### src/rtl/sid_dac_pkg.sv
// Shared types and constants for the SID DAC serializer.
// A frame is a 4-bit MCP4922 header followed by a 12-bit sample, sent MSB first.
package sid_dac_pkg;

    typedef enum logic [2:0] {
        ST_IDLE,
        ST_SETUP,
        ST_SHIFT_LO,
        ST_SHIFT_HI,
        ST_CS_HOLD,
        ST_LATCH
    } dac_state_e;

    localparam int FRAME_BITS     = 16;
    localparam int SAMPLE_BITS    = 12;
    localparam int HDR_AB         = 15;
    localparam int HDR_BUF        = 14;
    localparam int HDR_GA         = 13;
    localparam int HDR_SHDN       = 12;
    localparam int TICKS_PER_CHAN = 34;

    typedef logic [FRAME_BITS-1:0]  frame_t;
    typedef logic [SAMPLE_BITS-1:0] sample_t;

    // Gain is fixed at 1x (GAb=1) and the output is always active (SHDNb=1).
    function automatic frame_t build_frame(input logic chan_b, input logic buf_bit, input sample_t s);
        frame_t f;
        f                  = '0;
        f[SAMPLE_BITS-1:0] = s;
        f[HDR_AB]          = chan_b;
        f[HDR_BUF]         = buf_bit;
        f[HDR_GA]          = 1'b1;
        f[HDR_SHDN]        = 1'b1;
        return f;
    endfunction

endpackage

### src/rtl/sid_dac_if.sv
// Sample input and DAC pin bundle between the SID mixer and the serializer.
interface sid_dac_if;
    import sid_dac_pkg::*;

    sample_t sample_1_i;
    sample_t sample_2_i;
    sample_t sample_3_i;
    logic    sample_valid_i;
    logic    dac_clk_o;
    logic    dac_dat_1_o;
    logic    dac_dat_2_o;
    logic    dac_csb_o;
    logic    dac_leb_o;
    logic    busy_o;
    logic    done_o;
    logic    overrun_o;

    modport slave (
        input  sample_1_i, sample_2_i, sample_3_i, sample_valid_i,
        output dac_clk_o, dac_dat_1_o, dac_dat_2_o, dac_csb_o, dac_leb_o,
        output busy_o, done_o, overrun_o
    );

    modport master (
        output sample_1_i, sample_2_i, sample_3_i, sample_valid_i,
        input  dac_clk_o, dac_dat_1_o, dac_dat_2_o, dac_csb_o, dac_leb_o,
        input  busy_o, done_o, overrun_o
    );

endinterface

### src/rtl/sid_dac_tick.sv
// Serial-timing enable: one-cycle pulse every CLK_DIV clocks, re-phased by i_restart.
module sid_dac_tick #(
    parameter int CLK_DIV = 4
) (
    input  logic i_clk,
    input  logic i_rst,
    input  logic i_restart,
    output logic o_tick
);
    import sid_dac_pkg::*;

    localparam int            CW     = (CLK_DIV > 1) ? $clog2(CLK_DIV) : 1;
    localparam logic [CW-1:0] RELOAD = CW'(CLK_DIV - 1);

    logic [CW-1:0] r_cnt;

    always_ff @(posedge i_clk) begin
        if (i_rst) begin
            r_cnt <= RELOAD;
        end else if (i_restart || (r_cnt == '0)) begin
            r_cnt <= RELOAD;
        end else begin
            r_cnt <= r_cnt - CW'(1);
        end
    end

    assign o_tick = (r_cnt == '0);

endmodule

### src/rtl/sid_dac_serializer.sv
// Streams three SID voice samples to two MCP4922 DACs sharing SCK, CSb and LDACb.
// Channel A carries samples 1/2, channel B carries sample 3 on both DACs.
module sid_dac_serializer #(
    parameter int CLK_DIV  = 4,
    parameter bit VREF_BUF = 1'b0
) (
    input  logic       clk_i,
    input  logic       rst_i,
    sid_dac_if.slave   bus
);
    import sid_dac_pkg::*;

    dac_state_e r_state;
    sample_t    r_slot   [3];
    sample_t    r_shadow [3];
    sample_t    w_samp_in [3];
    logic       r_slot_full;
    logic       r_overrun;
    logic       r_chan_b;
    logic [3:0] r_bit;
    logic       r_dac_clk, r_dat_1, r_dat_2, r_csb, r_leb, r_busy, r_done;

    logic       w_tick;
    logic       w_consume;
    logic [3:0] w_bit_nxt;
    frame_t     w_frm_a_1, w_frm_a_2, w_frm_b, w_cur_1, w_cur_2;

    assign w_samp_in[0] = bus.sample_1_i;
    assign w_samp_in[1] = bus.sample_2_i;
    assign w_samp_in[2] = bus.sample_3_i;

    assign w_consume = (r_state == ST_IDLE) && r_slot_full;
    assign w_bit_nxt = r_bit - 4'd1;

    assign w_frm_a_1 = build_frame(1'b0, VREF_BUF, r_shadow[0]);
    assign w_frm_a_2 = build_frame(1'b0, VREF_BUF, r_shadow[1]);
    assign w_frm_b   = build_frame(1'b1, VREF_BUF, r_shadow[2]);
    assign w_cur_1   = r_chan_b ? w_frm_b : w_frm_a_1;
    assign w_cur_2   = r_chan_b ? w_frm_b : w_frm_a_2;

    sid_dac_tick #(.CLK_DIV(CLK_DIV)) u_tick (
        .i_clk     (clk_i),
        .i_rst     (rst_i),
        .i_restart (w_consume),
        .o_tick    (w_tick)
    );

    // Slot data keeps following strobes; the shadow copy freezes at frame start.
    genvar gi;
    generate
        for (gi = 0; gi < 3; gi++) begin : g_samp
            always_ff @(posedge clk_i) begin
                if (rst_i) begin
                    r_slot[gi]   <= '0;
                    r_shadow[gi] <= '0;
                end else begin
                    if (bus.sample_valid_i) r_slot[gi]   <= w_samp_in[gi];
                    if (w_consume)          r_shadow[gi] <= r_slot[gi];
                end
            end
        end
    endgenerate

    always_ff @(posedge clk_i) begin
        if (rst_i) begin
            r_slot_full <= 1'b0;
            r_overrun   <= 1'b0;
        end else if (bus.sample_valid_i) begin
            r_slot_full <= 1'b1;
            if (r_slot_full && !w_consume) r_overrun <= 1'b1;
        end else if (w_consume) begin
            r_slot_full <= 1'b0;
        end
    end

    always_ff @(posedge clk_i) begin
        if (rst_i) begin
            r_state   <= ST_IDLE;
            r_chan_b  <= 1'b0;
            r_bit     <= 4'd15;
            r_dac_clk <= 1'b0;
            r_dat_1   <= 1'b0;
            r_dat_2   <= 1'b0;
            r_csb     <= 1'b1;
            r_leb     <= 1'b1;
            r_busy    <= 1'b0;
            r_done    <= 1'b0;
        end else begin
            r_done <= 1'b0;
            case (r_state)
                ST_IDLE: begin
                    if (r_slot_full) begin
                        r_busy   <= 1'b1;
                        r_chan_b <= 1'b0;
                        r_bit    <= 4'd15;
                        r_csb    <= 1'b0;
                        // A/Bb is the first bit out and is 0 for channel A.
                        r_dat_1  <= 1'b0;
                        r_dat_2  <= 1'b0;
                        r_state  <= ST_SETUP;
                    end
                end
                ST_SETUP: begin
                    if (w_tick) begin
                        r_dat_1 <= w_cur_1[r_bit];
                        r_dat_2 <= w_cur_2[r_bit];
                        r_state <= ST_SHIFT_LO;
                    end
                end
                ST_SHIFT_LO: begin
                    if (w_tick) begin
                        r_dac_clk <= 1'b1;
                        r_state   <= ST_SHIFT_HI;
                    end
                end
                ST_SHIFT_HI: begin
                    if (w_tick) begin
                        r_dac_clk <= 1'b0;
                        if (r_bit == 4'd0) begin
                            r_csb   <= 1'b1;
                            r_dat_1 <= 1'b0;
                            r_dat_2 <= 1'b0;
                            r_state <= ST_CS_HOLD;
                        end else begin
                            r_bit   <= w_bit_nxt;
                            r_dat_1 <= w_cur_1[w_bit_nxt];
                            r_dat_2 <= w_cur_2[w_bit_nxt];
                            r_state <= ST_SHIFT_LO;
                        end
                    end
                end
                ST_CS_HOLD: begin
                    if (w_tick) begin
                        if (!r_chan_b) begin
                            r_chan_b <= 1'b1;
                            r_bit    <= 4'd15;
                            r_csb    <= 1'b0;
                            r_dat_1  <= w_frm_b[FRAME_BITS-1];
                            r_dat_2  <= w_frm_b[FRAME_BITS-1];
                            r_state  <= ST_SETUP;
                        end else begin
                            r_leb   <= 1'b0;
                            r_state <= ST_LATCH;
                        end
                    end
                end
                ST_LATCH: begin
                    if (w_tick) begin
                        r_leb   <= 1'b1;
                        r_busy  <= 1'b0;
                        r_done  <= 1'b1;
                        r_state <= ST_IDLE;
                    end
                end
                default: r_state <= ST_IDLE;
            endcase
        end
    end

    assign bus.dac_clk_o   = r_dac_clk;
    assign bus.dac_dat_1_o = r_dat_1;
    assign bus.dac_dat_2_o = r_dat_2;
    assign bus.dac_csb_o   = r_csb;
    assign bus.dac_leb_o   = r_leb;
    assign bus.busy_o      = r_busy;
    assign bus.done_o      = r_done;
    assign bus.overrun_o   = r_overrun;

endmodule

### src/flat_wrapper.sv
// flat-port wrapper written by rule: the top's interface ports become plain ports
module sid_dac_serializer_flat import sid_dac_pkg::*;
#(
    parameter int CLK_DIV  = 4,
    parameter bit VREF_BUF = 1'b0
)
  (clk_i, rst_i, bus_sample_1_i, bus_sample_2_i, bus_sample_3_i, bus_sample_valid_i, bus_dac_clk_o, bus_dac_dat_1_o, bus_dac_dat_2_o, bus_dac_csb_o, bus_dac_leb_o, bus_busy_o, bus_done_o, bus_overrun_o);
  sid_dac_if bus_i ();
  input  logic clk_i;
  input  logic rst_i;
  input wire logic [$bits(bus_i.sample_1_i)-1:0] bus_sample_1_i;
  input wire logic [$bits(bus_i.sample_2_i)-1:0] bus_sample_2_i;
  input wire logic [$bits(bus_i.sample_3_i)-1:0] bus_sample_3_i;
  input wire logic [$bits(bus_i.sample_valid_i)-1:0] bus_sample_valid_i;
  output wire logic [$bits(bus_i.dac_clk_o)-1:0] bus_dac_clk_o;
  output wire logic [$bits(bus_i.dac_dat_1_o)-1:0] bus_dac_dat_1_o;
  output wire logic [$bits(bus_i.dac_dat_2_o)-1:0] bus_dac_dat_2_o;
  output wire logic [$bits(bus_i.dac_csb_o)-1:0] bus_dac_csb_o;
  output wire logic [$bits(bus_i.dac_leb_o)-1:0] bus_dac_leb_o;
  output wire logic [$bits(bus_i.busy_o)-1:0] bus_busy_o;
  output wire logic [$bits(bus_i.done_o)-1:0] bus_done_o;
  output wire logic [$bits(bus_i.overrun_o)-1:0] bus_overrun_o;
  assign bus_i.sample_1_i = bus_sample_1_i;
  assign bus_i.sample_2_i = bus_sample_2_i;
  assign bus_i.sample_3_i = bus_sample_3_i;
  assign bus_i.sample_valid_i = bus_sample_valid_i;
  assign bus_dac_clk_o = bus_i.dac_clk_o;
  assign bus_dac_dat_1_o = bus_i.dac_dat_1_o;
  assign bus_dac_dat_2_o = bus_i.dac_dat_2_o;
  assign bus_dac_csb_o = bus_i.dac_csb_o;
  assign bus_dac_leb_o = bus_i.dac_leb_o;
  assign bus_busy_o = bus_i.busy_o;
  assign bus_done_o = bus_i.done_o;
  assign bus_overrun_o = bus_i.overrun_o;
  sid_dac_serializer #(.CLK_DIV(CLK_DIV), .VREF_BUF(VREF_BUF)) u_core (.clk_i(clk_i), .rst_i(rst_i), .bus(bus_i));
endmodule
### config.mk
export PLATFORM = sky130hd
export DESIGN_NAME = sid_dac_serializer_flat
export DESIGN_NICKNAME = d
export VERILOG_FILES = /design/src/rtl/sid_dac_pkg.sv /design/src/rtl/sid_dac_if.sv /design/src/rtl/sid_dac_tick.sv /design/src/rtl/sid_dac_serializer.sv /design/src/flat_wrapper.sv
export SDC_FILE = /design/constraint.sdc
export NUM_CORES = 1
export LEC_CHECK = 0
export CAP_MARGIN = 0
export CORE_AREA = 2 2 137 85
export CTS_CLUSTER_DIAMETER = 120
export CTS_CLUSTER_SIZE = 40
export DETAILED_ROUTE_END_ITERATION = 7
export DIE_AREA = 0 0 139 87
export GPL_TIMING_DRIVEN = 0
export PLACE_DENSITY_LB_ADDON = 0.12
export SYNTH_ARGS = -nofsm -noshare
export SYNTH_HDL_FRONTEND = slang
export SYNTH_HIERARCHICAL = 1
export SYNTH_SLANG_ARGS = --single-unit
export TNS_END_PERCENT = 20
### constraint.sdc
create_clock -name clk_i -period 2.8 [get_ports clk_i]
set_clock_uncertainty 0.2 [all_clocks]
set_input_delay 0.28 -clock clk_i [delete_from_list [all_inputs] [get_ports clk_i]]
set_output_delay 0.28 -clock clk_i [all_outputs]
set_load 0.01 [all_outputs]
Word level (Yosys, flattened, before mapping)
Memories as Yosys holds them, arrays and structs flattened.
Cells that the tools add are included.
{"block": "op_classes", "addsub": 2, "magnitude_cmp": 2, "n_eq_ne": 15, "mux": 67, "bitwise_logic": 7, "reduce_logical": 25}
{"operator": "$mux W12", "count": 6}
{"operator": "$mux W1", "count": 33}
{"operator": "$mux W16", "count": 2}
{"operator": "$mux W3", "count": 8}
{"operator": "$reduce_and A6 Y1", "count": 4}
{"operator": "$mux W4", "count": 5}
{"operator": "$pmux W3 S6", "count": 1}
{"operator": "$bmux W1 S4", "count": 4}
{"operator": "$ne A2 B2 Y1 const B", "count": 7}
{"operator": "$pmux W4 S3", "count": 1}
{"operator": "$lt A4 B5 Y1 const B", "count": 2}
{"operator": "$reduce_bool A2 Y1", "count": 5}
{"operator": "$reduce_and A3 Y1", "count": 3}
{"operator": "$pmux W1 S2", "count": 4}
{"operator": "$pmux W1 S4", "count": 2}
{"operator": "$eq A3 B2 Y1 const B", "count": 2}
{"operator": "$eq A3 B3 Y1 const B", "count": 2}
{"operator": "$ne A2 B1 Y1 const B", "count": 3}
{"operator": "$or A1 B1 Y1", "count": 6}
{"operator": "$logic_not A4 Y1", "count": 1}
{"operator": "$reduce_and A4 Y1", "count": 1}
{"operator": "$reduce_bool A4 Y1", "count": 1}
{"operator": "$reduce_or A2 Y1", "count": 2}
{"operator": "$sub A4 B1 Y4 const B", "count": 1}
{"operator": "11 further kinds", "count": 12}
{"block": "word_totals", "regBits": 19, "ram_bits": 72, "inputBits": 39, "out_inout_bits": 8, "wordCells": 133, "memories": 2}
{"name": "u_core.r_shadow", "words": 3, "word_bits": 12, "read_ports": 3, "rd_clocked_by_memory_dff": 0, "write_ports": 3, "line": "sid_dac_serializer.sv:15", "rtl": "sample_t r_shadow [3];"}
{"name": "u_core.r_slot", "words": 3, "word_bits": 12, "read_ports": 3, "rd_clocked_by_memory_dff": 0, "write_ports": 3, "line": "sid_dac_serializer.sv:14", "rtl": "sample_t r_slot [3];"}

Logic depth before layout (Yosys ltp)
Gate-level depths: netlist of run 1.
An unclocked memory read counts as a cell.
{"block": "depth", "depth_word": 7, "depth_mapped": 10, "depth_no_buf": 7}

Modules after synthesis
Netlist of run 1, hierarchy kept.
{"mod": "sid_dac_serializer", "instances": 1, "cells_each": 378, "area_per_inst_um2": 4503.1, "seq_area_each_um2": 2502.4}
{"mod": "sid_dac_tick", "instances": 1, "cells_each": 7, "area_per_inst_um2": 80.1, "seq_area_each_um2": 40.0}

Worst setup path before layout of run 1
Ideal clock, no wire load.
{"block": "synth_path", "path_kind": "register to register", "start": "register u_core.r_state[1]", "end": "memory u_core/r_shadow[0][0] (netlist bit), enable pin", "setup_ns": 0.377, "t_arrival_ns": 1.814, "t_required_ns": 2.223, "path_slack_ns": 0.409, "stages_incl_launch_ff": 7, "path_buffers": 3, "synth_period_minus_slack_ns": 2.391, "cell_sequence": "dfxtp_1 > buf_6 > or2_1 > nor3b_1 > buf_2 > buf_4 > or2_2"}
{"item": "from (decl)", "line": "sid_dac_serializer.sv:13", "rtl": "dac_state_e r_state;"}
{"item": "from (signal assigned)", "line": "sid_dac_serializer.sv:78", "rtl": "r_state <= ST_IDLE;"}
{"item": "from (signal assigned)", "line": "sid_dac_serializer.sv:100", "rtl": "r_state <= ST_SETUP;"}
{"item": "from (signal assigned)", "line": "sid_dac_serializer.sv:107", "rtl": "r_state <= ST_SHIFT_LO;"}
{"item": "to (decl)", "line": "sid_dac_serializer.sv:15"}

==> results.txt, run 1 <==
The flow ran to the end, and the final reports show no timing, DRC or antenna violations. The mean instance size in the synthesized netlist came out at 11.9 sq um. The detailed-placement wirelength estimate is a little over 8000 um.

The total track usage came out at 0.184. The net count after synthesis came out at 427. The slowest stage of the critical path is the sky130_fd_sc_hd__or2_4 cell. TritonCTS built the clock tree. The count of routing violations after the opening detailed-route iteration is 258.

The port buffer count came out at 46. The part of the power in the clock network is 0.360. The synthesized area came out at 4580 sq um. Across the VDD grid, the largest voltage drop is 0.277 mV. The total of hold buffers inserted after clock tree synthesis is 0.

The via count of the first global-routing pass came out at 2922. Data arrives at the worst endpoint at 2.39 ns. The number of warnings reported in the yosys synthesis log is 6. For this run, design rule violations remaining after detail routing come to 0. For this design the top-level I/O count stands at 47. The aggregate negative setup slack came out at 0 ns. The cell family contributing the most delay on the critical path is simple AND/OR/NAND/NOR gates. The worst hold path begins at u_core/bus.dac_leb_o. The internal power summed over all cells is 2.37 mW. The worst setup path is captured at a register. The first detailed-routing pass ran for 5 iterations. In this run the critical register-to-register path is captured at u_core/r_shadow[0][5]. The library cell used most frequently in the layout, excluding fill and tap cells, is sky130_fd_sc_hd__edfxtp_1.

The routed wire length per instance is 18.4 um. The share of power burned in combinational logic came out at 0.116. The total power draw is 3.14 mW. The number of nets at the end of the flow came out at 483. The filler cell count is 976. Setup repair after global routing left no endpoint under its margin. The die is about 140 um wide. The max-slew headroom at the worst pin came out at 0.445.

The post-detailed-route count of antenna-violating nets is 0. The final max-slew violation count came out at 0. Once placement completed, the tool counted placed cells totaling 575.

Clock-pin slew was measured on the worst setup and hold paths at around 0.070 ns. The sequential cell area fraction in the yosys report came out at 0.555. The effective utilization at floorplan is 0.418.

Of the total power, the share spent switching nets is 0.244. The fraction of synthesis flops using an asynchronous set or reset pin is 0. The final setup violation count came out at 0. Of the total power, registers draw 0.523. The transition at the pin with the smallest max-transition slack is 0.832 ns.

The reported max-cap violation count came out at 0. The overall via count from detail_route came out at roughly 3300. The y dimension of the die is 87 um. The final period demand of the worst path came out at 2.62 ns.

The maximum clock rate came out at 382 MHz. The weighted congestion reported at the end of routability-driven placement is between 0.9 and 1. In the synthesized netlist the dominant register cell turns out to be sky130_fd_sc_hd__edfxtp_1. In this run the standard cell core region covers 11000 sq um. The count of cell types in the netlist came out at 57.

The initial antenna violation count came to 0. The largest net degree at the start of global routing came out at 37. For hold timing, the worst endpoint is u_core/bus.dac_leb_o. The critical path goes through buf_6, or2_1, nor3b_2, buf_2, buf_4, or2_4. The number of buffers on the longest clock path came out at 2. The instance count along the most critical hold path is 2. The number of hold violations in the final report came out at 0. The number of cell instances on the worst register-to-register path is 6. The synthesized design contains 91 register bits. In this run, post-CTS repair resized a total of 2 instances. The buffer and inverter count on the worst path is 3. The number of rows created at floorplan came out at 30. The routed via count divided by cell count is between 5 and 6. In this run, synthesis inferred 72 flip-flops with an integrated enable. The area growth from synthesis to final layout came out at 20.2%. The path type of the worst setup path is register to register. The total wirelength of the detailed-routed design is 10900 um. The CTS sink count is between 90 and 100. The flop-to-flop setup slack is roughly 0.18 ns. The clock insertion delay at the later pin of the skew report is 0.34 ns.

The total number of H-tree levels came out at 3. The repair_antennas step left the layout with diodes totalling 0. The cell leakage power is around 2.2 nW.

The power density over the cells came out at 569 nW/um^2. The total net switching power came out at 0.766 mW. The final clock period utilization by the worst path is 0.934. The biggest fanout along the worst timing path came out at 36. Once layout is complete, the cells apart from fillers number 590. The first global-routing pass estimated 16800 um of wire. The top cell types in the final layout, fill and taps aside, are 72 x sky130_fd_sc_hd__edfxtp_1, 46 x sky130_fd_sc_hd__clkdlybuf4s50_1, 39 x sky130_fd_sc_hd__and2_1.

The number of cells produced by synthesis came out at 385. Clock tree synthesis selected as its root buffer the cell sky130_fd_sc_hd__clkbuf_16. For the worst setup path, the data required time is 2.58 ns. The floorplan step defined a die boundary enclosing 12100 sq um. The ratio of cells with drive above 1 in the final layout came out at 0.112. The total clock buffers created by CTS came out at 9. The tightest min-delay check is of the register to register type. In this run the critical register-to-register path is launched from u_core/r_state[1].

For this run the aggregate overflow at the end of global routing stands at 0. After clock tree synthesis, the setup repair step added 0 buffers. The longest individual stage delay on the worst path came out at 0.45 ns.

The worst setup path is launched from a register.
-- metal layers --
metal / global-route usage / share of wire / up-vias
met5: 0 / 0 / -
met4: 0.0496 / 0.0077 / 0
met3: 0.0539 / 0.075 / 10
met2: 0.247 / 0.40 / 117
met1: 0.286 / 0.51 / 1595
li1: - / - / 1537
-- worst max path at each step --
stage	from	end	slack [ns]	depth (start not counted)
after global placement	u_core/r_state[1]	u_core/r_shadow[0][5]	-0.24	6
final	u_core/r_state[1]	u_core/r_shadow[0][5]	0.18	6
after floorplan	u_core/r_state[1]	u_core/r_shadow[0][0]	0.41	6
after global routing	u_core/r_state[1]	u_core/r_shadow[0][5]	0.07	6
after CTS	u_core/r_bit[0]	u_core/bus.dac_dat_1_o	0.06	10
after detailed placement	u_core/r_state[1]	u_core/r_shadow[0][6]	-0.26	6
-- power groups by stage --
stage	logic, mW	registers [mW]	clock network [mW]
final	0.365	1.64	1.13
after global routing	0.399	1.65	1.22
after CTS	0.364	1.64	1.16
after detailed placement	0.360	1.67	0
after global placement	0.357	1.67	0
after floorplan	0.222	1.64	0
-- cells by family (layout without fill, tap and decap cells) --
family,Yosys count,after routing,synth area share
AND/OR/NAND/NOR,168,168,0.215
flip-flops,91,91,0.555
AO/OA/AOI/OAI,62,62,0.104
buffers and inverters,42,103,0.0453
multiplexers,16,16,0.0666
adder cells (fa/ha/maj),3,3,0.00819
XOR/XNOR,3,3,0.00573
-- registers in the layout (all words and copies together) (netlist names) --
| signal | count |
|---|---|
| u_core/bus.dac_dat_1_o | 1 |
| u_core/bus.dac_csb_o | 1 |
| u_core/bus.dac_dat_2_o | 1 |
| u_core/bus.busy_o | 1 |
| u_core/r_state | 3 |
| u_core/r_shadow | 36 |
| u_core/r_chan_b | 1 |
| u_core/bus.dac_clk_o | 1 |
| u_core/r_bit | 4 |
| u_core/bus.done_o | 1 |
| u_core/bus.dac_leb_o | 1 |
| u_core/r_slot_full | 1 |
| u_core/bus.overrun_o | 1 |
| u_core/r_slot | 36 |
| u_core/u_tick/r_cnt | 2 |
-- synth_stat cells, drive strengths merged, types with 2 or more instances --
master | count | area share
nor2 | 12 | 0.0098
a21o | 2 | 0.0033
a31oi | 4 | 0.0055
edfxtp | 72 | 0.47
and2 | 39 | 0.053
ha | 3 | 0.0082
buf | 14 | 0.022
nand3 | 7 | 0.0076
a211oi | 9 | 0.016
a21oi | 10 | 0.011
mux4 | 11 | 0.056
dfxtp | 19 | 0.083
nand2b | 20 | 0.027
o211a | 2 | 0.0044
a31o | 2 | 0.0038
and3 | 38 | 0.052
a32oi | 2 | 0.0038
a2111oi | 3 | 0.0098
nand2 | 21 | 0.017
o21ai | 10 | 0.012
xnor2 | 2 | 0.0038
nor2b | 7 | 0.0096
a211o | 2 | 0.0038
and3b | 2 | 0.0038
a32o | 3 | 0.0066
o32a | 2 | 0.0044
or4b | 2 | 0.0044
mux2i | 5 | 0.011
or2 | 5 | 0.0068
inv | 14 | 0.011
o2111ai | 2 | 0.0038
clkbuf | 14 | 0.011
o21a | 3 | 0.0049
nor3 | 8 | 0.0098
or3b | 2 | 0.0049
-- final cells by class --
class                      count  area, sq um  area share
multi-input combinational    252         1850       0.335
buffer                        27          151      0.0275
clock buffer                  10          229      0.0416
clock inverter                 6         48.8     0.00886
tap                          144          180      0.0327
inverter                      14         52.6     0.00954
timing repair buffer          46          460      0.0836
sequential                    91         2540       0.461
-- worst reg2reg max path, cell delays in order, from the launching register on --
cell                      delay, ns
sky130_fd_sc_hd__dfxtp_1       0.31
sky130_fd_sc_hd__buf_6         0.13
sky130_fd_sc_hd__or2_1         0.32
sky130_fd_sc_hd__nor3b_2       0.36
sky130_fd_sc_hd__buf_2         0.26
sky130_fd_sc_hd__buf_4         0.19
sky130_fd_sc_hd__or2_4         0.46
-- through the flow --
stage	hold WS [ns]	setup slack, ns	instance area (sq um)	util
4_1_cts	0.281	0.0560	5510	0.503
3_3_place_gp	0.253	-0.239	5220	0.477
3_5_place_dp	0.268	-0.262	5220	0.477
5_1_grt	0.309	0.0675	5510	0.503
2_1_floorplan	0.170	0.409	4580	-
6_report	0.280	0.184	5510	0.503
No activity file was read; power rests on OpenSTA's default activity.
==> run 2, diff against run 1 <==
--- a/config.mk
+++ b/config.mk
@@ -11,7 +11,7 @@
 export CTS_CLUSTER_SIZE = 40
 export DETAILED_ROUTE_END_ITERATION = 7
 export DIE_AREA = 0 0 139 87
-export GPL_TIMING_DRIVEN = 0
+export GPL_TIMING_DRIVEN = 1
 export PLACE_DENSITY_LB_ADDON = 0.12
 export SYNTH_ARGS = -nofsm -noshare
 export SYNTH_HDL_FRONTEND = slang
==> results.txt, run 2 (synthesis gave the netlist of run 1 again) <==
The number of nets at the end of the flow came out at 466 (-3.5%). The number of hold violations in the final report is 0 (unchanged). The largest registers in the layout are u_core/r_shadow (36), u_core/r_slot (36), u_core/r_bit (4).

Setup repair after global routing left no endpoint under its margin. The filler cell count is 978 (+0.20%). The part of the power in the clock network is 0.382 (+0.022). The internal power summed over all cells came out at 2.48 mW (+4.6%). The area of the placeable core was 11000 sq um (unchanged).

The switching power share of the total came out at 0.232 (-0.0122). The routed via count divided by cell count came out at 5.37 (-2.8%). The global-route wire length before repair came out at 15700 um (-6.3%). The ratio of cells with drive above 1 in the final layout came out at 0.107 (-0.00488). The detailed-placement wirelength estimate came out at 7160 um (-12%). The tree is rooted in a sky130_fd_sc_hd__clkbuf_16. The total track usage came to 0.172 (-0.0123).

The element type at the critical path end is a register. The length of the first detailed-routing pass in iterations is 4 (-1). The longest individual stage delay on the worst path came out at 0.56 ns (+0.11 ns). The overall overflow remaining after global route is 0 (unchanged). The tightest min-delay check is of the register to register type.

The post-route DRC violation count was 0 (unchanged). The max-slew headroom at the worst pin came out at 0.354 (-0.0908). The weighted congestion reported at the end of routability-driven placement is 0.917 (+0.35%). The cell leakage power came out at 2.17 nW (-1.0%).

The storage element area came out at 2540 sq um (unchanged). The signal arrival time at the worst endpoint came to 2.30 ns (-0.09 ns). The effective utilization at floorplan is 0.418 (unchanged). The power density over the cells came out at 592 nW/um^2 (+4.0%). The clock-pin slew on the worst setup and hold paths came out at 0.06 ns (about the same). The x dimension of the die is 139 um (unchanged). The final setup violation count was 0 (unchanged). The critical path is of the register to register type. The port buffer count came out at 46 (unchanged). The number of instances resized during post-cts repair is 0 (-2). The share of power burned in combinational logic is 0.107 (-0.009). The CTS sink count came out at 91 (unchanged). The transition at the pin with the smallest max-transition slack was 0.964 ns (+0.132 ns). The clock insertion delay at the later pin of the skew report came to 0.34 ns (about the same).

STA classifies the critical path startpoint as a register. The final max-slew violation count came out at 0 (unchanged). The buffer and inverter count on the worst path is 1 (-2). The area growth from synthesis to final layout is 19.0%. The post-detailed-route count of antenna-violating nets is 0 (unchanged). In this design, the largest share of critical-path delay is due to multiplexers. The total wirelength of the detailed-routed design is 9860 um (-9.1%). The part of the total power dissipated in sequential elements is 0.511 (-0.012).

The maximum clock rate is 441 MHz (+15%). Among all stages on the critical path, the largest delay is contributed by sky130_fd_sc_hd__mux4_2. The number of diodes is 0 (unchanged). The I/O pin count came to 47 (unchanged).

The overall via count from detail_route is 3075 (-5.6%). The run finished with clean final reports. The routed wire length per instance was 17.2 um (-6.4%).

The total setup buffers inserted after CTS is 0 (unchanged). The footprint of the multi-input gates came to 1840 sq um (-0.27%). The total number of H-tree levels came to 3 (unchanged). In the layout the commonest cells are 72 x sky130_fd_sc_hd__edfxtp_1, 46 x sky130_fd_sc_hd__clkdlybuf4s50_1, 39 x sky130_fd_sc_hd__and2_1. The final period demand of the worst path is 2.27 ns (-0.346 ns). The largest net degree at the start of global routing is 40 (+8.1%). The aggregate negative setup slack is 0 ns (unchanged).

The count of routing violations after the opening detailed-route iteration came out at 244 (-5.4%). The worst hold slack after final layout came out at 0.270 ns (-0.00972 ns). The total of hold buffers inserted after clock tree synthesis is 0 (unchanged). The peak ir drop on the vdd network is 0.316 mV (+14%). The number of rows created at floorplan came to 30 (unchanged). The biggest fanout along the worst timing path came to 33 (-8.3%). The die footprint is 12100 sq um (unchanged). The via count of the first global-routing pass is 2763 (-5.4%).

The total clock buffers created by CTS is 9 (unchanged). The y dimension of the die was 87 um (unchanged). TritonCTS built the clock tree.

The number of buffers on the longest clock path is 2 (unchanged). The initial antenna violation count is 0 (unchanged). The signal on the critical path passes through buf_4, mux4_2, a211oi_1, o211a_1, o32ai_2. The library cell used most frequently in the layout, excluding fill and tap cells, is sky130_fd_sc_hd__edfxtp_1.

The total net switching power is 0.749 mW (-2.2%). The final clock period utilization by the worst path was 0.811 (-0.123). The required time at the endpoint of the critical path was 2.83 ns (+0.25 ns). The reported max-cap violation count is 0 (unchanged).
run 2: power groups by stage:
stage	Clock, mW	Sequential, mW	Combinational [mW]
2_1_floorplan	0	1.64	0.222
3_3_place_gp	0	1.68	0.344
3_5_place_dp	0	1.68	0.348
4_1_cts	1.27	1.65	0.349
5_1_grt	1.32	1.66	0.383
6_report	1.23	1.65	0.345
run 2: final cells by class:
type | instances | area share
Clock buffer | 11 | 0.0445
Inverter | 14 | 0.00964
Sequential cell | 91 | 0.466
Tap cell | 144 | 0.0330
Timing Repair Buffer | 56 | 0.0982
Clock inverter | 5 | 0.0110
Multi-Input combinational cell | 252 | 0.337
run 2: routing by layer:
metal	up-vias	wire length, um	track usage
met1	1470	5200	0.280
met3	8	694	0.0495
met2	93	3860	0.212
li1	1504	-	-
met4	0	103	0.0523
met5	-	0	0
run 2: per-stage QoR:
stage          worst slack (ns)  instance area, sq um  instances  utilization  total power [mW]
2_1_floorplan             0.409                  4580        385            -              1.86
6_report                  0.530                  5450        573        0.498              3.23
5_1_grt                   0.381                  5450        573        0.498              3.36
3_3_place_gp              0.559                  5150        557        0.470              2.03
3_5_place_dp              0.545                  5150        557        0.470              2.03
4_1_cts                   0.552                  5450        573        0.498              3.27
run 2: final timing paths:
path | startpoint | to | slack (ns) | cells after the start
max | u_core/r_chan_b | u_core/bus.dac_dat_1_o | 0.53 | 5
max reg2reg | u_core/r_chan_b | u_core/bus.dac_dat_1_o | 0.53 | 5
min reg2reg | u_core/bus.dac_leb_o | u_core/bus.dac_leb_o | 0.27 | 2
min | u_core/bus.dac_leb_o | u_core/bus.dac_leb_o | 0.27 | 2
run 2: worst register-to-register path, cell delays in order, from the launching register on:
cell	delay [ns]
sky130_fd_sc_hd__dfxtp_1	0.48
sky130_fd_sc_hd__buf_4	0.36
sky130_fd_sc_hd__mux4_2	0.57
sky130_fd_sc_hd__a211oi_1	0.28
sky130_fd_sc_hd__o211a_1	0.20
sky130_fd_sc_hd__o32ai_2	0.07
